--- src/rtl/user_cmd_sequencer.sv ---
// Command sequencer behind a memory-mapped user port: reduces operand channels 1..N
// with SUM/MAX/MIN/XOR and reports the result, status flags and a completion count.
module user_cmd_sequencer #(
    parameter logic [31:0] ID    = 32'h5EC0_0001,
    parameter int          MAX_N = 14
) (
    input  logic        clk_clk,
    input  logic        reset_reset,
    input  logic        user_write,
    input  logic        user_read,
    input  logic [15:0] user_chipselect,
    input  logic [31:0] user_dataout_0,
    input  logic [31:0] user_dataout_1,
    input  logic [31:0] user_dataout_2,
    input  logic [31:0] user_dataout_3,
    input  logic [31:0] user_dataout_4,
    input  logic [31:0] user_dataout_5,
    input  logic [31:0] user_dataout_6,
    input  logic [31:0] user_dataout_7,
    input  logic [31:0] user_dataout_8,
    input  logic [31:0] user_dataout_9,
    input  logic [31:0] user_dataout_10,
    input  logic [31:0] user_dataout_11,
    input  logic [31:0] user_dataout_12,
    input  logic [31:0] user_dataout_13,
    input  logic [31:0] user_dataout_14,
    input  logic [31:0] user_dataout_15,
    output logic [31:0] user_datain_0,
    output logic [31:0] user_datain_1,
    output logic [31:0] user_datain_2,
    output logic [31:0] user_datain_3,
    output logic [31:0] user_datain_4,
    output logic [31:0] user_datain_5,
    output logic [31:0] user_datain_6,
    output logic [31:0] user_datain_7,
    output logic [31:0] user_datain_8,
    output logic [31:0] user_datain_9,
    output logic [31:0] user_datain_10,
    output logic [31:0] user_datain_11,
    output logic [31:0] user_datain_12,
    output logic [31:0] user_datain_13,
    output logic [31:0] user_datain_14,
    output logic [31:0] user_datain_15
);

    // state  | meaning
    // S_IDLE | waiting for a command write on channel 0
    // S_RUN  | folding operand idx into the accumulator
    // S_DONE | publishing accumulator to result, bumping the counter
    typedef enum logic [1:0] {S_IDLE = 2'd0, S_RUN = 2'd1, S_DONE = 2'd2} state_t;

    localparam logic [1:0] OP_SUM = 2'b00;
    localparam logic [1:0] OP_MAX = 2'b01;
    localparam logic [1:0] OP_MIN = 2'b10;
    localparam logic [4:0] MAX_N5 = 5'(MAX_N);

    state_t      state_q, state_d;
    logic [3:0]  idx_q, idx_d;
    logic [3:0]  n_q, n_d;
    logic [1:0]  op_q, op_d;
    logic [31:0] acc_q, acc_d;
    logic [31:0] result_q, result_d;
    logic [31:0] cnt_q, cnt_d;
    logic        done_q, done_d;
    logic        err_q, err_d;
    logic        ovf_q, ovf_d;
    logic        coll_q, coll_d;

    logic [31:0] dout [16];
    logic [15:0] op_mask;
    logic [32:0] sum_ext;
    logic [31:0] operand;
    logic [3:0]  cmd_n;
    logic [1:0]  cmd_op;
    logic        busy, cmd_accept, cmd_valid, wr_coll, rd_clear;

    assign dout[0]  = user_dataout_0;
    assign dout[1]  = user_dataout_1;
    assign dout[2]  = user_dataout_2;
    assign dout[3]  = user_dataout_3;
    assign dout[4]  = user_dataout_4;
    assign dout[5]  = user_dataout_5;
    assign dout[6]  = user_dataout_6;
    assign dout[7]  = user_dataout_7;
    assign dout[8]  = user_dataout_8;
    assign dout[9]  = user_dataout_9;
    assign dout[10] = user_dataout_10;
    assign dout[11] = user_dataout_11;
    assign dout[12] = user_dataout_12;
    assign dout[13] = user_dataout_13;
    assign dout[14] = user_dataout_14;
    assign dout[15] = user_dataout_15;

    always_comb begin
        op_mask = '0;
        for (int i = 1; i < 16; i++) begin
            if (i <= MAX_N) op_mask[i] = 1'b1;
        end
    end

    assign busy       = (state_q != S_IDLE);
    assign cmd_n      = user_dataout_0[7:4];
    assign cmd_op     = user_dataout_0[1:0];
    assign cmd_accept = user_write && user_chipselect[0] && (state_q == S_IDLE);
    assign cmd_valid  = (cmd_n != 4'd0) && ({1'b0, cmd_n} <= MAX_N5);
    assign wr_coll    = busy && user_write && (user_chipselect[0] || |(user_chipselect & op_mask));
    assign rd_clear   = user_read && user_chipselect[0];
    // Operands are sampled live from the port, so a CPU rewrite mid-run is seen.
    assign operand    = dout[idx_q];
    assign sum_ext    = {1'b0, acc_q} + {1'b0, operand};

    always_ff @(posedge clk_clk or posedge reset_reset) begin
        if (reset_reset) begin
            state_q  <= S_IDLE;
            idx_q    <= '0;
            n_q      <= '0;
            op_q     <= '0;
            acc_q    <= '0;
            result_q <= '0;
            cnt_q    <= '0;
            done_q   <= 1'b0;
            err_q    <= 1'b0;
            ovf_q    <= 1'b0;
            coll_q   <= 1'b0;
        end else begin
            state_q  <= state_d;
            idx_q    <= idx_d;
            n_q      <= n_d;
            op_q     <= op_d;
            acc_q    <= acc_d;
            result_q <= result_d;
            cnt_q    <= cnt_d;
            done_q   <= done_d;
            err_q    <= err_d;
            ovf_q    <= ovf_d;
            coll_q   <= coll_d;
        end
    end

    always_comb begin
        state_d = state_q;
        case (state_q)
            S_IDLE:  if (cmd_accept && cmd_valid) state_d = S_RUN;
            S_RUN:   if (idx_q == n_q) state_d = S_DONE;
            S_DONE:  state_d = S_IDLE;
            default: state_d = S_IDLE;
        endcase
    end

    always_comb begin
        idx_d    = idx_q;
        n_d      = n_q;
        op_d     = op_q;
        acc_d    = acc_q;
        result_d = result_q;
        cnt_d    = cnt_q;
        done_d   = done_q;
        err_d    = err_q;
        ovf_d    = ovf_q;
        coll_d   = coll_q;

        // Clear first so a same-edge completion below takes priority.
        if (rd_clear) done_d = 1'b0;
        if (wr_coll)  coll_d = 1'b1;

        case (state_q)
            S_IDLE: begin
                if (cmd_accept) begin
                    op_d   = cmd_op;
                    ovf_d  = 1'b0;
                    coll_d = 1'b0;
                    if (cmd_valid) begin
                        idx_d = 4'd1;
                        n_d   = cmd_n;
                        acc_d = (cmd_op == OP_MIN) ? 32'hFFFF_FFFF : 32'h0;
                        err_d = 1'b0;
                    end else begin
                        err_d  = 1'b1;
                        done_d = 1'b1;
                    end
                end
            end
            S_RUN: begin
                idx_d = idx_q + 4'd1;
                case (op_q)
                    OP_SUM: begin
                        acc_d = sum_ext[31:0];
                        ovf_d = ovf_q | sum_ext[32];
                    end
                    OP_MAX:  acc_d = (operand > acc_q) ? operand : acc_q;
                    OP_MIN:  acc_d = (operand < acc_q) ? operand : acc_q;
                    default: acc_d = acc_q ^ operand;
                endcase
            end
            S_DONE: begin
                result_d = acc_q;
                done_d   = 1'b1;
                cnt_d    = cnt_q + 32'd1;
            end
            default: ;
        endcase
    end

    always_comb begin
        user_datain_0  = {16'b0, cnt_q[7:0], 3'b0, coll_q, ovf_q, err_q, done_q, busy};
        user_datain_1  = result_q;
        user_datain_2  = cnt_q;
        user_datain_3  = {28'b0, op_q, 2'b0};
        user_datain_4  = '0;
        user_datain_5  = '0;
        user_datain_6  = '0;
        user_datain_7  = '0;
        user_datain_8  = '0;
        user_datain_9  = '0;
        user_datain_10 = '0;
        user_datain_11 = '0;
        user_datain_12 = '0;
        user_datain_13 = '0;
        user_datain_14 = '0;
        user_datain_15 = ID;
    end

endmodule

--- config.mk ---
export PLATFORM = sky130hd
export DESIGN_NAME = user_cmd_sequencer
export DESIGN_NICKNAME = d
export VERILOG_FILES = /design/src/rtl/user_cmd_sequencer.sv
export SDC_FILE = /design/constraint.sdc
export NUM_CORES = 1
export LEC_CHECK = 0
export BUFFER_PORTS_ARGS = -buffer_cell sky130_fd_sc_hd__clkbuf_2
export CORE_AREA = 2 2 404 406
export CTS_BUF_LIST = sky130_fd_sc_hd__clkbuf_4 sky130_fd_sc_hd__clkbuf_8
export CTS_CLUSTER_SIZE = 16
export DETAILED_ROUTE_END_ITERATION = 10
export DIE_AREA = 0 0 406 408
export GPL_TIMING_DRIVEN = 0
export PLACE_DENSITY = 0.3
export SLEW_MARGIN = 10
export SYNTH_ARGS = -nofsm -noshare
export SYNTH_HDL_FRONTEND = slang
export SYNTH_SLANG_ARGS = --single-unit
--- constraint.sdc ---
create_clock -name clk_clk -period 4.2 [get_ports clk_clk]
set_input_delay 0.84 -clock clk_clk [delete_from_list [all_inputs] [get_ports clk_clk]]
set_output_delay 0.84 -clock clk_clk [all_outputs]
set_load 0.02 [all_outputs]
==> summary.txt <==
Synth
  • Post-synth ARST share: 100%
  • Top FF cell, synth: dfrtp_1
  • Count of different cell masters after synthesis: 80
  • Mapped Cells: 1723
  • Ys Warns: 0
  • Seq/Total Area, Yosys: 18.0%
  • Syn_area_per_cell: 9.03 um2
  • Post-synth EDFFs: 0
  • Syn Std Cell Area: 0.0156 mm2
  • #FFs+latches synth: 112

Floorplan
  • Total die area: 0.166 mm2
  • Die height: 408 um
  • Row Count: 148
  • Die width: 406 um
  • IO Pins: 1044
  • CORE AREA: 0.162 mm2
  • Initial Util: 9.62%

Setup path
  • R2R Setup Slk: -480 ps
  • Kind of start point of the critical path: flop
  • Crit path top cell by count: buf_12
  • Crit path arrival time: 5050 ps
  • CP endpoint kind: flop
  • WP data required: 4570 ps
  • Cells along the critical path: buf_6 -> buf_12 -> buf_12 -> mux4_2 -> mux4_2 -> ha_4 -> nand4_1 -> or3_4 -> a211o_1 -> a31oi_4 -> nor4_4 -> or3b_4 -> buf_12 -> a32o_2
  • Worst path max stage delay: 680 ps
  • WP buf/inv: 4
  • Critical path's top delay family: multiplexers
  • R2R depth: 14
  • Critical setup path kind: flop to flop
  • Crit path max-delay cell type: mux4_2
  • Critical-path maximum fanout: 6
  • Worst r2r src: idx_q[0]
  • FF-to-FF End: acc_q[27]

STA
  • Final Hold Viols: 0
  • Final Max Tran Viols: 0
  • Fin crit period: 4680 ps
  • Worst-Margin Slew: 1150 ps
  • RSZ-0062 raised after global routing: yes
  • Worst setup margin: -484 ps
  • Final setup vio count: 33
  • Slew Limit Headroom: 22.8%
  • Clk_skew: 31.9 ps
  • Fmax: 0.213 GHz
  • Fin crit share: 112%
  • Setup_tns: -12610 ps

Finish
  • Nets: 3470
  • Syn-to-layout area delta: 67.4%
  • Register area: 0.00281 mm2
  • Area of the multi-input gates: 0.0118 mm2
  • Commonest non-fill, non-tap cells in the layout: 613 x clkbuf_2, 510 x buf_4, 433 x conb_1
  • Most common cell after layout, fill and taps aside: clkbuf_2
  • Share of layout cells above drive strength 1: 53.7%
  • Number of fill cells: 18.6k

Power and ir drop
  • Reg power frac: 9.4%
  • Combinational group share of total power: 86.8%
  • Share of power burned in the clock network: 3.8%
  • Peak VDD IR: 0.332 mV
  • Internal power: 8.98 mW
  • Switch share: 56.2%
  • Leak pwr: 12.7 nW
  • Sw Pwr: 11.5 mW
  • Power Total: 20.5 mW
  • PD cells: 788 mW/mm2

Drt
  • Drt first pass iters: 5
  • Routed WL: 118000 um
  • Vias post-DR: 16.7k
  • Vias/cell: 3.30
  • Routed wire per std cell: 23.3 um
  • DRC: 0
  • First-iteration detailed-routing DRC count: 992
  • Final ANT Viol Nets: 0

Clock tree
  • H-tree depth: 3
  • CTS Sinks: 112
  • Clk pin slew, worst setup/hold paths: 150 ps
  • Root Buffer: clkbuf_8
  • CTS tree: done
  • Bufs on Longest Clock Path: 2
  • CTS Buf Count: 9
  • Hold buffers post-CTS: 0
  • Later-pin clock latency in the skew report: 480 ps

GRT
  • First-pass GRT wire length: 151000 um
  • Congestion Overflow GR: 0
  • Largest net degree at the start of global routing: 66
  • Vias in the first global route: 16.1k
  • GRT Overall Usage: 13.6%
  • Initial antenna violation count: 60

Placed design
  • Setup Slack @ Placement: -3060 ps
  • PortBufs: 609
  • Detailed Place HPWL: 103000 um
  • RePlAce Congestion: 0.863

Hold path
  • Worst hold-check path type: input port to asynchronous set/reset pin

Run
  • Max-Cap Viols: 0

Outcome
  • Failing checks: negative setup slack
  • Status: finished, violations left
[tightest hold or removal path: stages]
cell	delay (ps)
clkbuf_2	120
inv_6	70
buf_16	260
[layer usage]
layer	up-vias	global-route usage [%]	wire length (um)
met5	-	0	41
met4	8	4.72	4260
met3	144	2.26	6690
met2	807	25.4	62200
met1	8017	15.3	44300
li1	7682	-	-
[registers in the layout (all words and copies together) (netlist names)]
signal / flops
ovf_q: 1
coll_q: 1
err_q: 1
idx_q: 4
user_datain_2: 32
n_q: 4
user_datain_1: 32
op_q: 2
done_q: 1
state_q: 2
acc_q: 32
[synth_stat cells, types with 4 or more instances]
library cell | count | share of area [%]
buf_4 | 462 | 22
mux2i_1 | 116 | 7.5
dfrtp_1 | 112 | 18
nand2_1 | 99 | 2.4
ha_1 | 84 | 6.8
mux4_2 | 77 | 11
o21ai_0 | 74 | 2.4
inv_1 | 67 | 1.6
nor2_1 | 62 | 1.5
a221oi_1 | 59 | 3.3
a21oi_1 | 57 | 1.8
clkbuf_1 | 44 | 1.1
mux2_2 | 37 | 2.7
nand3_1 | 26 | 0.84
a22oi_1 | 25 | 1.2
xnor2_1 | 21 | 1.2
nor2b_1 | 18 | 0.72
xor2_1 | 16 | 0.90
a31oi_1 | 15 | 0.60
nor3_1 | 15 | 0.48
nor4_1 | 15 | 0.60
o31ai_1 | 15 | 0.72
nand4_1 | 14 | 0.56
a32oi_1 | 12 | 0.68
buf_2 | 12 | 0.39
a211oi_1 | 11 | 0.53
buf_6 | 10 | 0.72
and3_1 | 9 | 0.36
o211ai_1 | 9 | 0.43
o21a_1 | 9 | 0.43
o221ai_1 | 9 | 0.51
buf_1 | 8 | 0.19
nand2b_1 | 8 | 0.32
and2_1 | 7 | 0.28
o21ai_1 | 7 | 0.23
o21bai_1 | 5 | 0.24
a2111oi_0 | 4 | 0.23
a32o_1 | 4 | 0.26
nor3b_1 | 4 | 0.19
[worst max path at each step]
stage / start / endpoint / slack [ps] / cells after the start
final: idx_q[0] / acc_q[27] / -480 / 14
after CTS: idx_q[0] / acc_q[13] / -460 / 16
after global routing: idx_q[0] / acc_q[10] / -560 / 15
after global placement: idx_q[0] / acc_q[21] / -3220 / 18
after detailed placement: idx_q[0] / acc_q[28] / -3060 / 18
after floorplan: idx_q[1] / acc_q[28] / 70 / 16
[final cells by class]
type | instances | area share, %
sequential | 112 | 10.8
timing repair buffer | 693 | 15.2
antenna | 15 | 0.144
clock buffer | 9 | 0.476
inverter | 70 | 1.03
tap | 2175 | 10.5
buffer | 531 | 16.4
clock inverter | 6 | 0.312
multi-input combinational | 1436 | 45.2
[cell families (layout without fill, tap and decap cells)]
family	after synthesis	count (layout)	share of synthesized area (%)
AOI/OAI and AO/OA	358	358	16.1
DFF	112	112	18.0
other	2	448	0.0483
and+or+nand+nor	293	293	9.16
adders and majority gates	85	85	6.89
muxes	230	230	21.3
xor gates and xnor gates	37	37	2.08
buffers and inverters	606	1309	26.4
[repair_timing]
item                       in CTS  in global routing
setup buffers                  44                 33
gates resized for setup       294                152
setup endpoints to repair      33                 33
gates cloned                    2                  2
pin swaps                      28                 52
[stage by stage]
stage / hold WS [ps] / util, % / area [um2] / std cells
detailed placement: 460 / 14.2 / 23000 / 4941
floorplan: 463 / - / 17200 / 2154
global route: 466 / 16.1 / 26000 / 5041
CTS: 451 / 15.4 / 24900 / 5000
global placement: 467 / 14.2 / 22900 / 4938
finish: 453 / 16.1 / 26000 / 5047
[power by group through the flow]
stage	Sequential, mW	Clock, mW	Combinational (mW)
2_1_floorplan	1.89	0	8.50
3_3_place_gp	1.89	0	14.0
3_5_place_dp	1.91	0	13.9
4_1_cts	1.92	0.830	16.3
5_1_grt	1.98	0.857	18.9
6_report	1.92	0.778	17.8
Note: power is estimated with default switching activity, not from simulation.
